`src/rtl/proc_pkg.sv`:
```
// Shared definitions for the program loader and the processor program-RAM interface.
// Holds the loader state encoding and the program word geometry.
package proc_pkg;

  localparam int          PROG_ADDR_W = 10;
  localparam int          INSTR_W     = 16;
  localparam logic [15:0] HALT_INSTR  = 16'h3c00;

  typedef enum logic [2:0] {
    LD_IDLE    = 3'd0,
    LD_LEN_HI  = 3'd1,
    LD_LEN_LO  = 3'd2,
    LD_DATA_HI = 3'd3,
    LD_DATA_LO = 3'd4,
    LD_CHK     = 3'd5,
    LD_DONE    = 3'd6,
    LD_ERR     = 3'd7
  } ld_state_e;

endpackage

```
`src/rtl/byte_word_packer.sv`:
```
// Joins a high/low byte pair into a 16-bit program word with a one-cycle write strobe,
// and keeps the running XOR of every frame byte seen since the last clear.
module byte_word_packer
  import proc_pkg::*;
#(
  parameter int ADDR_W = PROG_ADDR_W
) (
  input  logic              clk,
  input  logic              rst_n,
  input  logic              clear_i,
  input  logic              byte_en_i,
  input  logic              hi_en_i,
  input  logic              lo_en_i,
  input  logic [7:0]        byte_i,
  input  logic [ADDR_W-1:0] addr_i,
  output logic              we_o,
  output logic [ADDR_W-1:0] addr_o,
  output logic [15:0]       din_o,
  output logic [7:0]        xor_o
);

  logic [7:0]        hi_q;
  logic [7:0]        xor_q;
  logic              we_q;
  logic [ADDR_W-1:0] addr_q;
  logic [15:0]       din_q;

  always_ff @(posedge clk or negedge rst_n) begin
    if (!rst_n) begin
      hi_q   <= '0;
      xor_q  <= '0;
      we_q   <= 1'b0;
      addr_q <= '0;
      din_q  <= '0;
    end else if (clear_i) begin
      // a restart drops any byte accepted in the same cycle
      hi_q  <= '0;
      xor_q <= '0;
      we_q  <= 1'b0;
    end else begin
      we_q <= lo_en_i;
      if (byte_en_i) xor_q <= xor_q ^ byte_i;
      if (hi_en_i)   hi_q  <= byte_i;
      if (lo_en_i) begin
        addr_q <= addr_i;
        din_q  <= {hi_q, byte_i};
      end
    end
  end

  assign we_o   = we_q;
  assign addr_o = addr_q;
  assign din_o  = din_q;
  assign xor_o  = xor_q;

endmodule

```
`src/rtl/prog_loader.sv`:
```
// Frame-receiving loader for the 16x1024 program RAM: length, word payload, XOR checksum,
// then releases the processor through start.
//
// state      | meaning
// IDLE       | after reset, waiting for load_req
// LEN_HI     | expecting frame length high byte
// LEN_LO     | expecting frame length low byte, length checked here
// DATA_HI    | expecting high byte of next word
// DATA_LO    | expecting low byte, word written on the following cycle
// CHK        | expecting checksum byte
// DONE       | load good, start held high
// ERR        | bad length or checksum, load_err held high
module prog_loader
  import proc_pkg::*;
#(
  parameter int ADDR_W    = PROG_ADDR_W,
  parameter int DATA_W    = INSTR_W,
  parameter int MAX_WORDS = 1024
) (
  input  logic              clk,
  input  logic              rst_n,
  input  logic              load_req,
  input  logic [7:0]        rx_data,
  input  logic              rx_valid,
  output logic              rx_ready,
  output logic              ram_write_en,
  output logic [ADDR_W-1:0] ram_addr,
  output logic [DATA_W-1:0] ram_din,
  output logic              busy,
  output logic              start,
  output logic              load_done,
  output logic              load_err,
  output logic [ADDR_W:0]   words_loaded
);

  localparam logic [15:0] MAX_N = 16'(MAX_WORDS);

  ld_state_e       state_q, state_d;
  logic [7:0]      len_hi_q, len_hi_d;
  logic [15:0]     len_q, len_d;
  logic [ADDR_W:0] wl_q, wl_d;
  logic            start_q, start_d;
  logic            done_q, done_d;
  logic            err_q, err_d;

  logic            accept;
  logic            clear, byte_en, hi_en, lo_en;
  logic [15:0]     n_full;
  logic [7:0]      xor_cur;

  assign rx_ready = (state_q == LD_LEN_HI) || (state_q == LD_LEN_LO) ||
                    (state_q == LD_DATA_HI) || (state_q == LD_DATA_LO) ||
                    (state_q == LD_CHK);
  assign busy     = rx_ready;
  assign accept   = rx_valid && rx_ready;
  assign n_full   = {len_hi_q, rx_data};

  always_comb begin
    state_d  = state_q;
    len_hi_d = len_hi_q;
    len_d    = len_q;
    wl_d     = wl_q;
    start_d  = start_q;
    done_d   = 1'b0;
    err_d    = err_q;
    clear    = 1'b0;
    byte_en  = 1'b0;
    hi_en    = 1'b0;
    lo_en    = 1'b0;

    if (load_req) begin
      state_d = LD_LEN_HI;
      wl_d    = '0;
      start_d = 1'b0;
      err_d   = 1'b0;
      clear   = 1'b1;
    end else if (accept) begin
      byte_en = (state_q != LD_CHK);
      unique case (state_q)
        LD_LEN_HI: begin
          len_hi_d = rx_data;
          state_d  = LD_LEN_LO;
        end
        LD_LEN_LO: begin
          len_d = n_full;
          if (n_full != 16'd0 && n_full <= MAX_N) begin
            state_d = LD_DATA_HI;
          end else begin
            state_d = LD_ERR;
            err_d   = 1'b1;
          end
        end
        LD_DATA_HI: begin
          hi_en   = 1'b1;
          state_d = LD_DATA_LO;
        end
        LD_DATA_LO: begin
          lo_en   = 1'b1;
          wl_d    = wl_q + 1'b1;
          state_d = (16'(wl_q) + 16'd1 == len_q) ? LD_CHK : LD_DATA_HI;
        end
        LD_CHK: begin
          if (rx_data == xor_cur) begin
            state_d = LD_DONE;
            start_d = 1'b1;
            done_d  = 1'b1;
          end else begin
            state_d = LD_ERR;
            err_d   = 1'b1;
          end
        end
        default: ;
      endcase
    end
  end

  always_ff @(posedge clk or negedge rst_n) begin
    if (!rst_n) begin
      state_q  <= LD_IDLE;
      len_hi_q <= '0;
      len_q    <= '0;
      wl_q     <= '0;
      start_q  <= 1'b0;
      done_q   <= 1'b0;
      err_q    <= 1'b0;
    end else begin
      state_q  <= state_d;
      len_hi_q <= len_hi_d;
      len_q    <= len_d;
      wl_q     <= wl_d;
      start_q  <= start_d;
      done_q   <= done_d;
      err_q    <= err_d;
    end
  end

  byte_word_packer #(.ADDR_W(ADDR_W)) u_packer (
    .clk       (clk),
    .rst_n     (rst_n),
    .clear_i   (clear),
    .byte_en_i (byte_en),
    .hi_en_i   (hi_en),
    .lo_en_i   (lo_en),
    .byte_i    (rx_data),
    .addr_i    (wl_q[ADDR_W-1:0]),
    .we_o      (ram_write_en),
    .addr_o    (ram_addr),
    .din_o     (ram_din),
    .xor_o     (xor_cur)
  );

  assign start        = start_q;
  assign load_done    = done_q;
  assign load_err     = err_q;
  assign words_loaded = wl_q;

endmodule

```
`config.mk`:
```
export PLATFORM = sky130hd
export DESIGN_NAME = prog_loader
export DESIGN_NICKNAME = d
export VERILOG_FILES = /design/src/rtl/proc_pkg.sv /design/src/rtl/byte_word_packer.sv /design/src/rtl/prog_loader.sv
export SDC_FILE = /design/constraint.sdc
export NUM_CORES = 1
export LEC_CHECK = 0
export ABC_AREA = 1
export BUFFER_PORTS_ARGS = -buffer_cell sky130_fd_sc_hd__buf_2
export CAP_MARGIN = 20
export CORE_AREA = 2 2 130 132
export CTS_BUF_LIST = sky130_fd_sc_hd__clkbuf_16
export DETAILED_ROUTE_END_ITERATION = 8
export DIE_AREA = 0 0 132 134
export SKIP_CTS_REPAIR_TIMING = 1
export SLEW_MARGIN = 25
export SYNTH_ARGS = -nofsm -noshare
export SYNTH_HDL_FRONTEND = slang
export SYNTH_SLANG_ARGS = --single-unit
```
`constraint.sdc`:
```
create_clock -name clk -period 1.9 [get_ports clk]
set_input_delay 0.475 -clock clk [delete_from_list [all_inputs] [get_ports clk]]
set_output_delay 0.475 -clock clk [all_outputs]
set_load 0.02 [all_outputs]
```
* Word-level counts from Yosys, hierarchy flattened
Index checks and enable logic that the tools add are counted.
** Operators by class
- Order comparisons :: 1
- Shift-type cells :: 0
- Div/mod/pow operators :: 0
- Multipliers :: 0
- Add/sub/neg operators :: 2
- Eq/ne operators :: 10
- Bitwise logic cells :: 3
- Reductions and logical operators :: 22
- Mux-type cells :: 36
** Operators with widths (number)
- $mux 11 :: 3
- $mux 8 :: 4
- $mux 1 :: 23
- $eq 12x16->1 :: 1
- $le 16x11->1 const B :: 1
- $reduce_bool 16->1 :: 1
- $pmux 3 s5 :: 1
- $add 11x1->12 const B :: 1
- $mux 3 :: 4
- $reduce_bool 2->1 :: 6
- $add 11x1->11 const B :: 1
- $ne 3x3->1 const B :: 3
- $reduce_and 3->1 :: 3
- $eq 8x8->1 :: 1
- $xor 8x8->8 :: 1
- $eq 3x2->1 const B :: 2
- $eq 3x3->1 const B :: 2
- $reduce_and 2->1 :: 3
- $reduce_bool 6->1 :: 1
- $logic_or 1x1->1 :: 4
- $reduce_and 4->1 :: 1
- $eq 3x1->1 const B :: 1
- $reduce_bool 3->1 :: 1
- $logic_and 1x1->1 :: 2
- other kinds (2) :: 3
** Word-level totals
- ROM bits :: 0
- Memories kept :: 0
- Output and inout bits :: 43
- RAM bits :: 0
- Word-level logic and storage cells :: 86
- Latch bits :: 0
- Input bits :: 12
- Register bits :: 84

* Logic depth before layout (Yosys ltp)
Gate-level depths: netlist of the first run.
- Word-level depth :: 10
- Gate-level depth with buffers :: 15
- Gate-level depth less buffers :: 15

* Hierarchy
From an unflattened synthesis of the first run, not the netlist that was laid out.
** Unflattened totals
- Cells, all modules :: 521
- Area, all modules :: 4226.6 um^2
** Modules (own cells, without submodules)
- prog_loader :: instances 1, area each 2508.7 um^2, cells each 341, seq. area each 1026.0 um^2
- byte_word_packer :: instances 1, area each 1717.9 um^2, cells each 180, seq. area each 1076.0 um^2

* Worst setup path after synthesis of the first run
OpenSTA, ideal clock, no wires.
- Path kind :: register to register
- From :: reg wl_q[0], in the netlist words_loaded[0]
- To :: reg state_q[1]
- Period minus slack after synthesis :: 1.797 ns
- Library setup time :: 0.117 ns
- Slack :: 0.103 ns
- Cell stages (with the launch flop) :: 13
- Data arrival time :: 1.680 ns
- Buffers on the path :: 0
- Path through :: dfrtp_1 -> ha_1 -> nand2_1 -> nor2_1 -> nand3_1 -> nand2_1 -> nand2_1 -> nand2_1 -> nand3_1 -> o21bai_1 -> nand2_1 -> nand2_1 -> nand2_1
** Between the ends
- Longest elaborated chain between the ends :: 6
** RTL lines
- start, declared :: RTL line prog_loader.sv:41 : logic [ADDR_W:0] wl_q, wl_d;
- start signal, assigned :: RTL line prog_loader.sv:130 : wl_q <= wl_d;
- $add 11x1->12 :: RTL line prog_loader.sv:100 : state_d = (16'(wl_q) + 16'd1 == len_q) ? LD_CHK : LD_DATA_HI;
- $eq 12x16->1 :: RTL line prog_loader.sv:100
- $mux 3 :: RTL line prog_loader.sv:100
- $pmux 3 s5 :: RTL line prog_loader.sv:79 : unique case (state_q)
- $mux 3 :: RTL line prog_loader.sv:77 : end else if (accept) begin
- $mux 3 :: RTL line prog_loader.sv:71 : if (load_req) begin
- end signal, assigned :: RTL line prog_loader.sv:127 : state_q <= state_d;
- end, declared :: RTL line prog_loader.sv:38 : ld_state_e state_q, state_d;
No other way between the ends. The select of a mux whose other input is x is not followed.
A chain may end at the register's enable or synchronous reset.

* Final worst setup path of the first run
- From :: reg wl_q[1], in the netlist words_loaded[1]
- To :: reg state_q[1]
Same word-level chain as after synthesis.

==> results of run 1 <==
through the flow:
stage	hold WS (ns)	utilization, %	instance area (um2)	power, mW	worst slack (ns)
6_report	0.0277	31.1	5070	5.61	0.130
5_1_grt	0.0369	31.1	5070	5.97	-0.0586
4_1_cts	0.0335	30.7	5000	5.62	-0.00586
3_5_place_dp	0.394	28.6	4660	3.61	-0.0117
3_3_place_gp	0.396	28.6	4660	3.60	0.0395
2_1_floorplan	0.179	-	4020	3.23	0.103
power by group through the flow:
stage / sequential, mW / combinational, mW / clock [mW]
3_5_place_dp: 2.40 / 1.22 / 0
3_3_place_gp: 2.39 / 1.20 / 0
4_1_cts: 2.37 / 1.22 / 2.03
5_1_grt: 2.41 / 1.45 / 2.11
2_1_floorplan: 2.36 / 0.867 / 0
6_report: 2.37 / 1.25 / 1.99
Yosys cell counts:
library cell | count | area share [%]
sky130_fd_sc_hd__a21oi_1 | 9 | 1.1
sky130_fd_sc_hd__buf_2 | 5 | 0.62
sky130_fd_sc_hd__buf_4 | 2 | 0.37
sky130_fd_sc_hd__buf_6 | 3 | 0.84
sky130_fd_sc_hd__clkbuf_1 | 3 | 0.28
sky130_fd_sc_hd__clkbuf_2 | 1 | 0.12
sky130_fd_sc_hd__clkinv_1 | 1 | 0.093
sky130_fd_sc_hd__dfrtp_1 | 84 | 52
sky130_fd_sc_hd__ha_1 | 3 | 0.93
sky130_fd_sc_hd__inv_1 | 64 | 6.0
sky130_fd_sc_hd__inv_2 | 2 | 0.19
sky130_fd_sc_hd__mux2_2 | 1 | 0.28
sky130_fd_sc_hd__nand2_1 | 130 | 12
sky130_fd_sc_hd__nand2_4 | 1 | 0.28
sky130_fd_sc_hd__nand3_1 | 52 | 6.5
sky130_fd_sc_hd__nand3_2 | 1 | 0.25
sky130_fd_sc_hd__nand3b_1 | 5 | 0.93
sky130_fd_sc_hd__nand4_1 | 4 | 0.62
sky130_fd_sc_hd__nor2_1 | 28 | 2.6
sky130_fd_sc_hd__nor2_2 | 3 | 0.47
sky130_fd_sc_hd__nor2_4 | 3 | 0.84
sky130_fd_sc_hd__nor3_1 | 2 | 0.25
sky130_fd_sc_hd__nor4_1 | 4 | 0.62
sky130_fd_sc_hd__o21a_1 | 1 | 0.19
sky130_fd_sc_hd__o21ai_0 | 63 | 7.8
sky130_fd_sc_hd__o21ai_1 | 8 | 1.0
sky130_fd_sc_hd__o21bai_1 | 1 | 0.19
sky130_fd_sc_hd__o22ai_1 | 3 | 0.47
sky130_fd_sc_hd__xor2_1 | 8 | 1.7
path summary, 6_finish.rpt:
| kind | from | endpoint | slack (ns) | cells after the start |
|---|---|---|---|---|
| worst min register to register | u_packer.addr_o[7] | u_packer.addr_o[7] | 0.48 | 2 |
| worst min-delay path | rst_n | u_packer.addr_o[1] | 0.03 | 1 |
| worst max register to register | words_loaded[1] | state_q[1] | 0.13 | 12 |
| max in group asynchronous | rst_n | u_packer.din_o[12] | 1.36 | 2 |
| worst max-delay path | words_loaded[1] | state_q[1] | 0.13 | 12 |
| min in group clk | load_req | load_err | 0.43 | 2 |
state kept, by name (all words and copies together) (netlist names):
signal,count
u_packer.hi_q,8
u_packer.xor_o,8
u_packer.addr_o,10
start,1
len_hi_q,8
u_packer.we_o,1
load_done,1
len_q,16
words_loaded,11
load_err,1
u_packer.din_o,16
state_q,3
routing by layer:
metal | up-vias | track usage, % | share of wire, %
met4 | 0 | 3.80 | 1.5
met3 | 11 | 3.33 | 6.0
met5 | - | 0 | 0
li1 | 1737 | - | -
met1 | 1585 | 16.0 | 51
met2 | 76 | 16.9 | 42
cells by family after synthesis:
logic type               share of synthesized area [%]
AND/OR/NAND/NOR                                   25.5
AO/OA/AOI/OAI                                     10.8
flip-flops                                        52.3
buffers and inverters                             8.49
XOR/XNOR                                          1.74
adder cells (fa/ha/maj)                          0.934
multiplexers                                     0.280
layout by cell type (no fill, tap or decap):
| master | count |
|---|---|
| sky130_fd_sc_hd__nand2_1 | 126 |
| sky130_fd_sc_hd__dfrtp_1 | 82 |
| sky130_fd_sc_hd__inv_1 | 62 |
| sky130_fd_sc_hd__o21ai_0 | 62 |
| sky130_fd_sc_hd__buf_2 | 53 |
| sky130_fd_sc_hd__nand3_1 | 49 |
| sky130_fd_sc_hd__nor2_1 | 24 |
| sky130_fd_sc_hd__buf_4 | 19 |
| sky130_fd_sc_hd__a21oi_1 | 9 |
| sky130_fd_sc_hd__o21ai_1 | 9 |
| sky130_fd_sc_hd__clkbuf_16 | 9 |
| sky130_fd_sc_hd__xor2_1 | 8 |
| sky130_fd_sc_hd__nor2_2 | 5 |
| sky130_fd_sc_hd__nor2_4 | 5 |
| sky130_fd_sc_hd__nand3b_1 | 5 |
| sky130_fd_sc_hd__inv_2 | 4 |
| sky130_fd_sc_hd__nand3_2 | 4 |
| sky130_fd_sc_hd__nor4_1 | 4 |
| sky130_fd_sc_hd__nand4_1 | 4 |
| sky130_fd_sc_hd__nand2_2 | 3 |
| sky130_fd_sc_hd__o22ai_1 | 3 |
| sky130_fd_sc_hd__bufinv_16 | 3 |
| sky130_fd_sc_hd__nand2_4 | 2 |
| sky130_fd_sc_hd__nor3_1 | 2 |
| sky130_fd_sc_hd__ha_1 | 2 |
| sky130_fd_sc_hd__buf_12 | 2 |
| sky130_fd_sc_hd__dfrtp_2 | 2 |
| sky130_fd_sc_hd__o21bai_1 | 1 |
| sky130_fd_sc_hd__clkinv_1 | 1 |
| sky130_fd_sc_hd__o21a_1 | 1 |
| sky130_fd_sc_hd__mux2_2 | 1 |
| sky130_fd_sc_hd__ha_4 | 1 |
| sky130_fd_sc_hd__clkinv_2 | 1 |
| sky130_fd_sc_hd__inv_6 | 1 |
| sky130_fd_sc_hd__clkinv_4 | 1 |
| sky130_fd_sc_hd__buf_6 | 1 |
layout make-up:
| class | instances | area, um2 |
|---|---|---|
| clock buffer | 9 | 225 |
| clock inverter | 6 | 113 |
| fill | 1760 | 11200 |
| inverter | 67 | 251 |
| multi-input combinational | 330 | 1640 |
| sequential | 84 | 2100 |
| tap | 220 | 275 |
| timing repair buffer | 75 | 459 |
==> summary.log, run 1 <==
INFO  floorplanning  floorplan.die_area=0.0177mm2
INFO  power_and_ir_drop net-switching-power=1.75mW
INFO  placement      gp_congestion=0.832
INFO  synth          synth.cell_area=0.00402mm2
INFO  layout         area_growth=26.0%
INFO  layout         instances_no_fill=791
INFO  layout         finish.net_count=582
INFO  power_and_ir_drop cellLeakagePower=2.46nW
INFO  synth          netlist_cell_types=29
INFO  cts            cts_tree=built
INFO  worst_setup_path critical_path_buf_inv_count=1
INFO  floorplanning  start_util=24.7%
INFO  power_and_ir_drop internal_power=3.86mW
INFO  worst_setup_path critical-path-slowest-cell=sky130_fd_sc_hd__dfrtp_1
INFO  global_route   first_global_vias=3178
INFO  global_route   grt_start_max_net_pins=37
INFO  routing        detail_route.wirelength=9700um
INFO  layout         fraction_of_final_layout_cells_with_drive_strength_greater_than_1=20.5%
INFO  worst_setup_path arrival_time_reported_for_the_critical_path_endpoint=2.00ns
INFO  timing         rsz0062_at_grt=true
INFO  global_route   grt_pass1_wl=16000um
INFO  synth          synth.ff_latch_count=84
INFO  timing         skew_final=0.00785ns
INFO  routing        drt-initial-drc-count=173
INFO  power_and_ir_drop combPwrFrac=22.3%
INFO  power_and_ir_drop power.share.switching=31.1%
INFO  worst_setup_path cp_cell_sequence=buf_6, nand2_1, nor2_4, nand2_1, nand3b_1, nand3_1, nor2_2, nand3_2, o21bai_1, nand2_1, nand2_1, nand2_1
INFO  routing        routedWlPerCell=12.3um
INFO  floorplanning  design.portCount=55
INFO  worst_setup_path largest_stage_delay_on_the_critical_path=0.40ns
INFO  worst_setup_path crit_path_start_kind=flip-flop
INFO  timing         finalSetupViolations=0
INFO  global_route   grt.overflow.total=0
INFO  synth          postSynthAreaPerCell=8.12um2
INFO  timing         max_freq=565MHz
INFO  worst_setup_path criticalPathCategory=flip-flop to flip-flop
INFO  placement      placed_cells=776
INFO  worst_setup_path critical_path.endpoint_type=flip-flop
INFO  global_route   antenna_violations_before_repair=0
INFO  global_route   track_usage=11.4%
INFO  floorplanning  chipHeight=134um
INFO  worst_setup_path cp_max_fo=8
INFO  cts            cts_inserted_buffers=9
INFO  placement      placement.io_buffers=54
INFO  power_and_ir_drop cellPowerDensity=1110mW/mm2
INFO  floorplanning  fp.coreArea=0.0163mm2
INFO  worst_setup_path cp_data_required_time=2.13ns
INFO  power_and_ir_drop clock_power_share=35.5%
INFO  floorplanning  rows=47
INFO  timing         slew_headroom=68.4%
INFO  floorplanning  die_x=132um
INFO  routing        vias=3409
INFO  cts            cts_root_buffer=sky130_fd_sc_hd__clkbuf_16
INFO  job            max_cap_violations=0
INFO  placement      dp.final_hpwl=7320um
INFO  routing        route.antenna.remaining_nets=0
INFO  worst_setup_path crit_family=simple AND/OR/NAND/NOR gates
INFO  cts            cts.reportedPaths.clkPinSlew=0.06ns
INFO  timing         min_period_over_period=93.2%
INFO  synth          synthesis.instances=495
INFO  layout         number_of_diodes_added_for_antenna_fixing=0
INFO  worst_hold_path hold_path_class=input pin to asynchronous set/reset pin
INFO  cts            clock_insertion_delay_at_the_later_pin_of_the_skew_report=0.34ns
INFO  timing         timing.final.crit_period=1.77ns
INFO  timing         final-hold-violation-count=0
INFO  routing        detailedRoute.firstPassIterationCount=5
INFO  cts            clock_path_buffers=2
INFO  synth          mappedNetlistNets=510
INFO  cts            clkSinkCount=84
INFO  timing         max_slew.worst_pin.slew=0.471ns
INFO  worst_setup_path critical_path.most_common_cell=sky130_fd_sc_hd__nand2_1
INFO  routing        post_drt_via_cell_ratio=4.31
INFO  cts            htree_levels=3
INFO  synth          synth_sequential_area_ratio=52.3%
INFO  timing         fin_tns_setup=0ns
INFO  synth          ys_warn_count=0
INFO  timing         drv_slew=0
INFO  power_and_ir_drop seq_power_share=42.2%
INFO  routing        drt_drc_violations_left=0
INFO  power_and_ir_drop ir_worst_vdd=0.522mV
INFO  outcome        status=completed
No activity file was read; power rests on OpenSTA's default activity.
==> inputs of run 2 (changes only) <==
==> constraint.sdc (replaced) <==
create_clock -name clk -period 1.45 [get_ports clk]
set_input_delay 0.3625 -clock clk [delete_from_list [all_inputs] [get_ports clk]]
set_output_delay 0.3625 -clock clk [all_outputs]
set_load 0.02 [all_outputs]
==> run 2 against run 1 <==
Against the previous run: the flow now finishes with violations (negative setup slack); sequential share of layout area decreased by 5.3 points; wire length increased by 11%; highest routed layer unchanged; core utilization increased by 4.7 points; total power increased by 38%; hold slack improved by 0.28 ns; largest cell class unchanged; first-iteration DRC count increased by 23%; die area unchanged.
==> summary.log, run 2 (same netlist as run 1, synthesis figures left out) <==
INFO  cts            clkSinkCount=84
INFO  routing        vias=3627
INFO  layout         instances_no_fill=860
INFO  placement      placement.io_buffers=54
INFO  global_route   grt_pass1_wl=17700um
INFO  routing        drt_drc_violations_left=0
INFO  timing         finalSetupViolations=67
INFO  worst_setup_path crit_family=buffers and inverters
INFO  worst_hold_path timing.hold.worst.start=rx_data[6]
INFO  layout         layout.cells.most_common=sky130_fd_sc_hd__nand2_1
INFO  timing         final-hold-violation-count=0
INFO  worst_setup_path largest_stage_delay_on_the_critical_path=0.44ns
INFO  worst_setup_path arrival_time_reported_for_the_critical_path_endpoint=1.39ns
INFO  timing         min_period_over_period=121%
INFO  routing        post_drt_via_cell_ratio=4.22
INFO  global_route   first_global_vias=3506
INFO  worst_setup_path cp_data_required_time=1.09ns
INFO  global_route   antenna_violations_before_repair=0
INFO  power_and_ir_drop ir_worst_vdd=0.749mV
INFO  cts            clock_path_buffers=2
INFO  outcome        status=finished, violations left
INFO  timing         drv_slew=0
INFO  routing        routedWlPerCell=12.5um
INFO  routing        route.antenna.remaining_nets=0
INFO  global_route   grt_start_max_net_pins=36
INFO  floorplanning  start_util=24.7%
INFO  timing         fin_tns_setup=-4.06ns
INFO  floorplanning  rows=47
INFO  timing         timing.final.crit_period=1.75ns
INFO  routing        detailedRoute.firstPassIterationCount=4
INFO  worst_setup_path timing.rr.end=state_q[1]
INFO  layout         number_of_diodes_added_for_antenna_fixing=0
INFO  timing         slew_headroom=78.0%
INFO  timing         rsz0062_at_grt=true
INFO  worst_setup_path critical_path_buf_inv_count=3
INFO  placement      worst_slack_at_placement=-0.291ns
INFO  worst_setup_path critical_path.reg2reg.startpoint=words_loaded[0]
INFO  power_and_ir_drop p_total=7.75mW
INFO  layout         most-common-layout-cells=119 x sky130_fd_sc_hd__nand2_1, 75 x sky130_fd_sc_hd__dfrtp_1, 73 x sky130_fd_sc_hd__buf_4, 61 x sky130_fd_sc_hd__inv_1, 54 x sky130_fd_sc_hd__o21ai_0
INFO  layout         layout.filler_cells=1721
INFO  cts            cts_inserted_buffers=9
INFO  timing         skew_final=0.00852ns
INFO  worst_hold_path whs_path_depth=3
INFO  worst_setup_path cp_max_fo=4
INFO  routing        detail_route.wirelength=10700um
INFO  layout         fraction_of_final_layout_cells_with_drive_strength_greater_than_1=32.2%
INFO  timing         max_freq=571MHz
INFO  outcome        failed_checks=negative setup slack
INFO  power_and_ir_drop cellPowerDensity=1330mW/mm2
INFO  global_route   track_usage=12.5%
INFO  layout         layout.cell_area.non_filler=0.00583mm2
INFO  cts            cts_tree=built
INFO  cts            cts.reportedPaths.clkPinSlew=0.07ns
INFO  layout         finish.net_count=650
INFO  worst_setup_path critical-path-slowest-cell=sky130_fd_sc_hd__dfrtp_1
INFO  placement      gp_congestion=0.857
INFO  cts            htree_levels=3
INFO  worst_setup_path r2r.worst_path.cells=12
INFO  worst_hold_path hold_end=u_packer.hi_q[6]
INFO  worst_setup_path worst-r2r-setup-slack=-0.26ns
INFO  worst_setup_path critical_path.endpoint_type=primary output
INFO  floorplanning  floorplan.die_area=0.0177mm2
INFO  power_and_ir_drop cellLeakagePower=2.82nW
INFO  placement      placed_cells=834
INFO  placement      dp.final_hpwl=7870um
INFO  job            max_cap_violations=0
INFO  routing        drt-initial-drc-count=213
INFO  floorplanning  design.portCount=55
INFO  worst_setup_path crit_path_start_kind=flip-flop
INFO  floorplanning  die_x=132um
INFO  layout         area_growth=45.1%
INFO  worst_setup_path cp_cell_sequence=buf_6, nand2_4, nand3_4, buf_4, clkbuf_4
INFO  floorplanning  chipHeight=134um
INFO  placement      detailed_place.area=0.00525mm2
INFO  timing         max_slew.worst_pin.slew=0.330ns
INFO  cts            clock_insertion_delay_at_the_later_pin_of_the_skew_report=0.34ns
INFO  floorplanning  fp.coreArea=0.0163mm2
INFO  worst_hold_path hold_path_class=input pin to flip-flop
INFO  worst_setup_path criticalPathCategory=flip-flop to primary output
INFO  cts            cts_root_buffer=sky130_fd_sc_hd__clkbuf_16
INFO  global_route   grt.overflow.total=0
INFO  timing         fin_ws=-0.300ns
[run 2: changes by cell type in the layout (fill, tap and decap cells not counted), sizes merged]
cell         before  now
clkinvlp          0    1
clkinv            3    2
buf              75  140
clkbuf            9   11
inv              67   70
dlygate4sd3       0    1
bufinv            3    1
[run 2: per-stage QoR]
| stage | hold WS [ns] | utilization, % |
|---|---|---|
| after floorplan | 0.0669 | - |
| after global placement | 0.286 | 32.2 |
| after detailed placement | 0.287 | 32.2 |
| after CTS | -0.0842 | 34.2 |
| after global routing | 0.322 | 35.8 |
| final | 0.303 | 35.8 |
[run 2: report_power, final]
part | total (mW) | switching (mW) | internal (mW)
Clock | 2.41 | 1.03 | 1.38
Sequential | 3.11 | 0.335 | 2.78
Combinational | 2.23 | 1.24 | 0.985
Total | 7.75 | 2.61 | 5.14
[run 2: area by class of cell]
type / count / area (um2) / area share (%)
inverters: 67 / 251 / 4.31
flip-flops and latches: 84 / 2110 / 36.2
repair buffers: 143 / 1130 / 19.4
clock buffers: 9 / 225 / 3.86
well taps: 220 / 275 / 4.72
clock inverters: 7 / 88.8 / 1.52
multi-input cells: 330 / 1750 / 29.9
[run 2: how the worst max path moves through the flow]
stage	startpoint	end	slack, ns	cells past startpoint
finish	state_q[1]	busy	-0.30	5
global route	words_loaded[1]	state_q[1]	-0.45	13
CTS	state_q[1]	rx_ready	-0.34	5
detailed placement	words_loaded[0]	state_q[1]	-0.29	13
global placement	words_loaded[0]	state_q[1]	-0.23	13
floorplan	words_loaded[0]	state_q[1]	-0.13	12
[run 2: per-layer routing]
| metal | wire [um] | part of all wire, % | vias up | track usage, % |
|---|---|---|---|---|
| met1 | 5340 | 50 | 1666 | 17.8 |
| met3 | 442 | 4.1 | 8 | 3.06 |
| met4 | 141 | 1.3 | 0 | 4.47 |
| met2 | 4810 | 45 | 75 | 18.6 |
| met5 | 0 | 0 | - | 0 |
| li1 | - | - | 1878 | - |
[run 2: tightest hold or removal path, cell delays in order]
cell and delay [ns]:
sky130_fd_sc_hd__buf_2 0.11, sky130_fd_sc_hd__nand3_1 0.07, sky130_fd_sc_hd__o21ai_0 0.06
==> inputs of run 3 (changes only) <==
--- a/config.mk
+++ b/config.mk
@@ -13,6 +13,7 @@
 export DETAILED_ROUTE_END_ITERATION = 8
 export DIE_AREA = 0 0 132 134
 export SKIP_CTS_REPAIR_TIMING = 1
+export SKIP_LAST_GASP = 1
 export SLEW_MARGIN = 25
 export SYNTH_ARGS = -nofsm -noshare
 export SYNTH_HDL_FRONTEND = slang
==> run 3 against run 2 <==
Against the previous run: the run still ends with negative setup slack left; core utilization shrank 0.11 points; largest power group unchanged; hold slack is essentially flat; wire length shrank 0.19%; count of clock-buffer cells in the layout did not move; total power is essentially flat; final area decreased by 0.30%; global-route usage unchanged; combinational power hardly changed.
==> summary.log, run 3 (same netlist as run 1, synthesis figures left out) <==
INFO  routing        drt_drc_violations_left=0
INFO  worst_setup_path critPathLaunch=state_q[1]
INFO  cts            cts_inserted_buffers=9
INFO  routing        drt-initial-drc-count=209
INFO  cts            clkSinkCount=84
INFO  worst_setup_path cp_cell_sequence=buf_6, nand2_4, nand3_4, buf_4, clkbuf_4
INFO  cts            htree_levels=3
INFO  outcome        status=finished, violations left
INFO  timing         max_slew.worst_pin.slew=0.329ns
INFO  layout         number_of_diodes_added_for_antenna_fixing=0
INFO  power_and_ir_drop ir_worst_vdd=0.751mV
INFO  worst_setup_path worst-r2r-setup-slack=-0.27ns
INFO  worst_setup_path criticalPathCategory=flip-flop to primary output
INFO  layout         seqCellArea=0.00211mm2
INFO  floorplanning  floorplan.die_area=0.0177mm2
INFO  layout         layout.filler_cells=1728
INFO  floorplanning  chipHeight=134um
INFO  layout         final_util=35.7%
INFO  worst_setup_path critical_path.reg2reg.startpoint=words_loaded[0]
INFO  timing         drv_slew=0
INFO  layout         layout.cell_area.non_filler=0.00582mm2
INFO  placement      worst_slack_at_placement=-0.291ns
INFO  worst_setup_path critical_path.endpoint_type=primary output
INFO  layout         area_growth=44.6%
INFO  cts            cts_tree=built
INFO  layout         multi_input_comb_area=0.00174mm2
INFO  global_route   track_usage=12.5%
INFO  outcome        failed_checks=negative setup slack
INFO  worst_setup_path arrival_time_reported_for_the_critical_path_endpoint=1.38ns
INFO  timing         rsz0062_at_grt=true
INFO  power_and_ir_drop cellLeakagePower=2.82nW
INFO  global_route   grt_start_max_net_pins=36
INFO  placement      dp.final_hpwl=7870um
INFO  worst_setup_path cp_max_fo=4
INFO  timing         fin_ws=-0.294ns
INFO  timing         finalSetupViolations=64
INFO  timing         max_freq=574MHz
INFO  global_route   grt.overflow.total=0
INFO  power_and_ir_drop p_total=7.74mW
INFO  timing         timing.final.crit_period=1.74ns
INFO  timing         min_period_over_period=120%
INFO  routing        route.antenna.remaining_nets=0
INFO  routing        detail_route.wirelength=10700um
INFO  global_route   first_global_vias=3506
INFO  layout         finish.net_count=650
INFO  global_route   grt_pass1_wl=17700um
INFO  floorplanning  start_util=24.7%
INFO  routing        vias=3611
INFO  layout         most-common-layout-cells=119 x sky130_fd_sc_hd__nand2_1, 75 x sky130_fd_sc_hd__buf_4, 75 x sky130_fd_sc_hd__dfrtp_1, 61 x sky130_fd_sc_hd__inv_1, 54 x sky130_fd_sc_hd__o21ai_0
INFO  worst_setup_path critical-path-slowest-cell=sky130_fd_sc_hd__dfrtp_1
INFO  placement      gp_congestion=0.857
INFO  placement      detailed_place.area=0.00525mm2
INFO  global_route   antenna_violations_before_repair=0
INFO  timing         slew_headroom=78.1%
INFO  placement      placement.io_buffers=54
INFO  routing        detailedRoute.firstPassIterationCount=4
INFO  floorplanning  die_x=132um
INFO  worst_hold_path hold_path_class=input pin to flip-flop
INFO  cts            cts_root_buffer=sky130_fd_sc_hd__clkbuf_16
INFO  layout         layout.cells.most_common=sky130_fd_sc_hd__nand2_1
INFO  cts            clock_path_buffers=2
INFO  layout         fraction_of_final_layout_cells_with_drive_strength_greater_than_1=32.0%
INFO  worst_setup_path cp_data_required_time=1.09ns
INFO  routing        routedWlPerCell=12.5um
INFO  timing         skew_final=0.00845ns
INFO  routing        post_drt_via_cell_ratio=4.20
INFO  cts            cts.reportedPaths.clkPinSlew=0.07ns
INFO  job            max_cap_violations=0
INFO  floorplanning  rows=47
INFO  timing         hold_ws=0.303ns
INFO  worst_setup_path largest_stage_delay_on_the_critical_path=0.44ns
INFO  worst_hold_path timing.hold.worst.start=rx_data[6]
INFO  floorplanning  fp.coreArea=0.0163mm2
INFO  timing         final-hold-violation-count=0
INFO  worst_setup_path crit_path_start_kind=flip-flop
INFO  power_and_ir_drop cellPowerDensity=1330mW/mm2
INFO  cts            clock_insertion_delay_at_the_later_pin_of_the_skew_report=0.34ns
INFO  floorplanning  design.portCount=55
[run 3: cell counts in the layout (fill, tap and decap cells not counted)]
Identical to the previous run, type by type.
[run 3: worst paths after layout]
kind                                      endpoint  depth (start not counted)
worst max register to register          state_q[1]                         12
min in group asynchronous       u_packer.addr_o[4]                          2
worst min-delay path              u_packer.hi_q[6]                          3
max in group asynchronous        u_packer.din_o[2]                          3
worst min register to register  u_packer.addr_o[4]                          2
worst max-delay path                          busy                          5
[run 3: stage by stage]
stage	std cells	TNS (ns)
finish	860	-3.70
global route	860	-11.03
CTS	850	-2.78
detailed placement	834	-1.40
global placement	834	-1.67
floorplan	495	-0.452
[run 3: layer usage]
| metal | part of all wire (%) | global-route usage, % | routed length (um) |
|---|---|---|---|
| met5 | 0 | 0 | 0 |
| met3 | 4.0 | 3.06 | 426 |
| met2 | 45 | 18.6 | 4780 |
| met4 | 1.3 | 4.47 | 141 |
| met1 | 50 | 17.8 | 5370 |
[run 3: critical path: cells and delay by family (launching register included)]
kind          cells  cell delay, ns
simple gates      2            0.16
flops             1            0.44
buf+inv           3            0.45
[run 3: final cells by class]
cell class              instances  area share (%)
clock buffers                   9            3.87
clock inverters                 7            1.53
inverters                      67            4.32
multi-input cells             330            30.0
flip-flops and latches         84            36.3
well taps                     220            4.73
repair buffers                143            19.3
[run 3: where the power goes]
group	internal, mW	total, mW	switching [mW]
combinational	0.982	2.22	1.24
sequential	2.78	3.11	0.333
clock	1.38	2.41	1.03
total	5.14	7.74	2.60
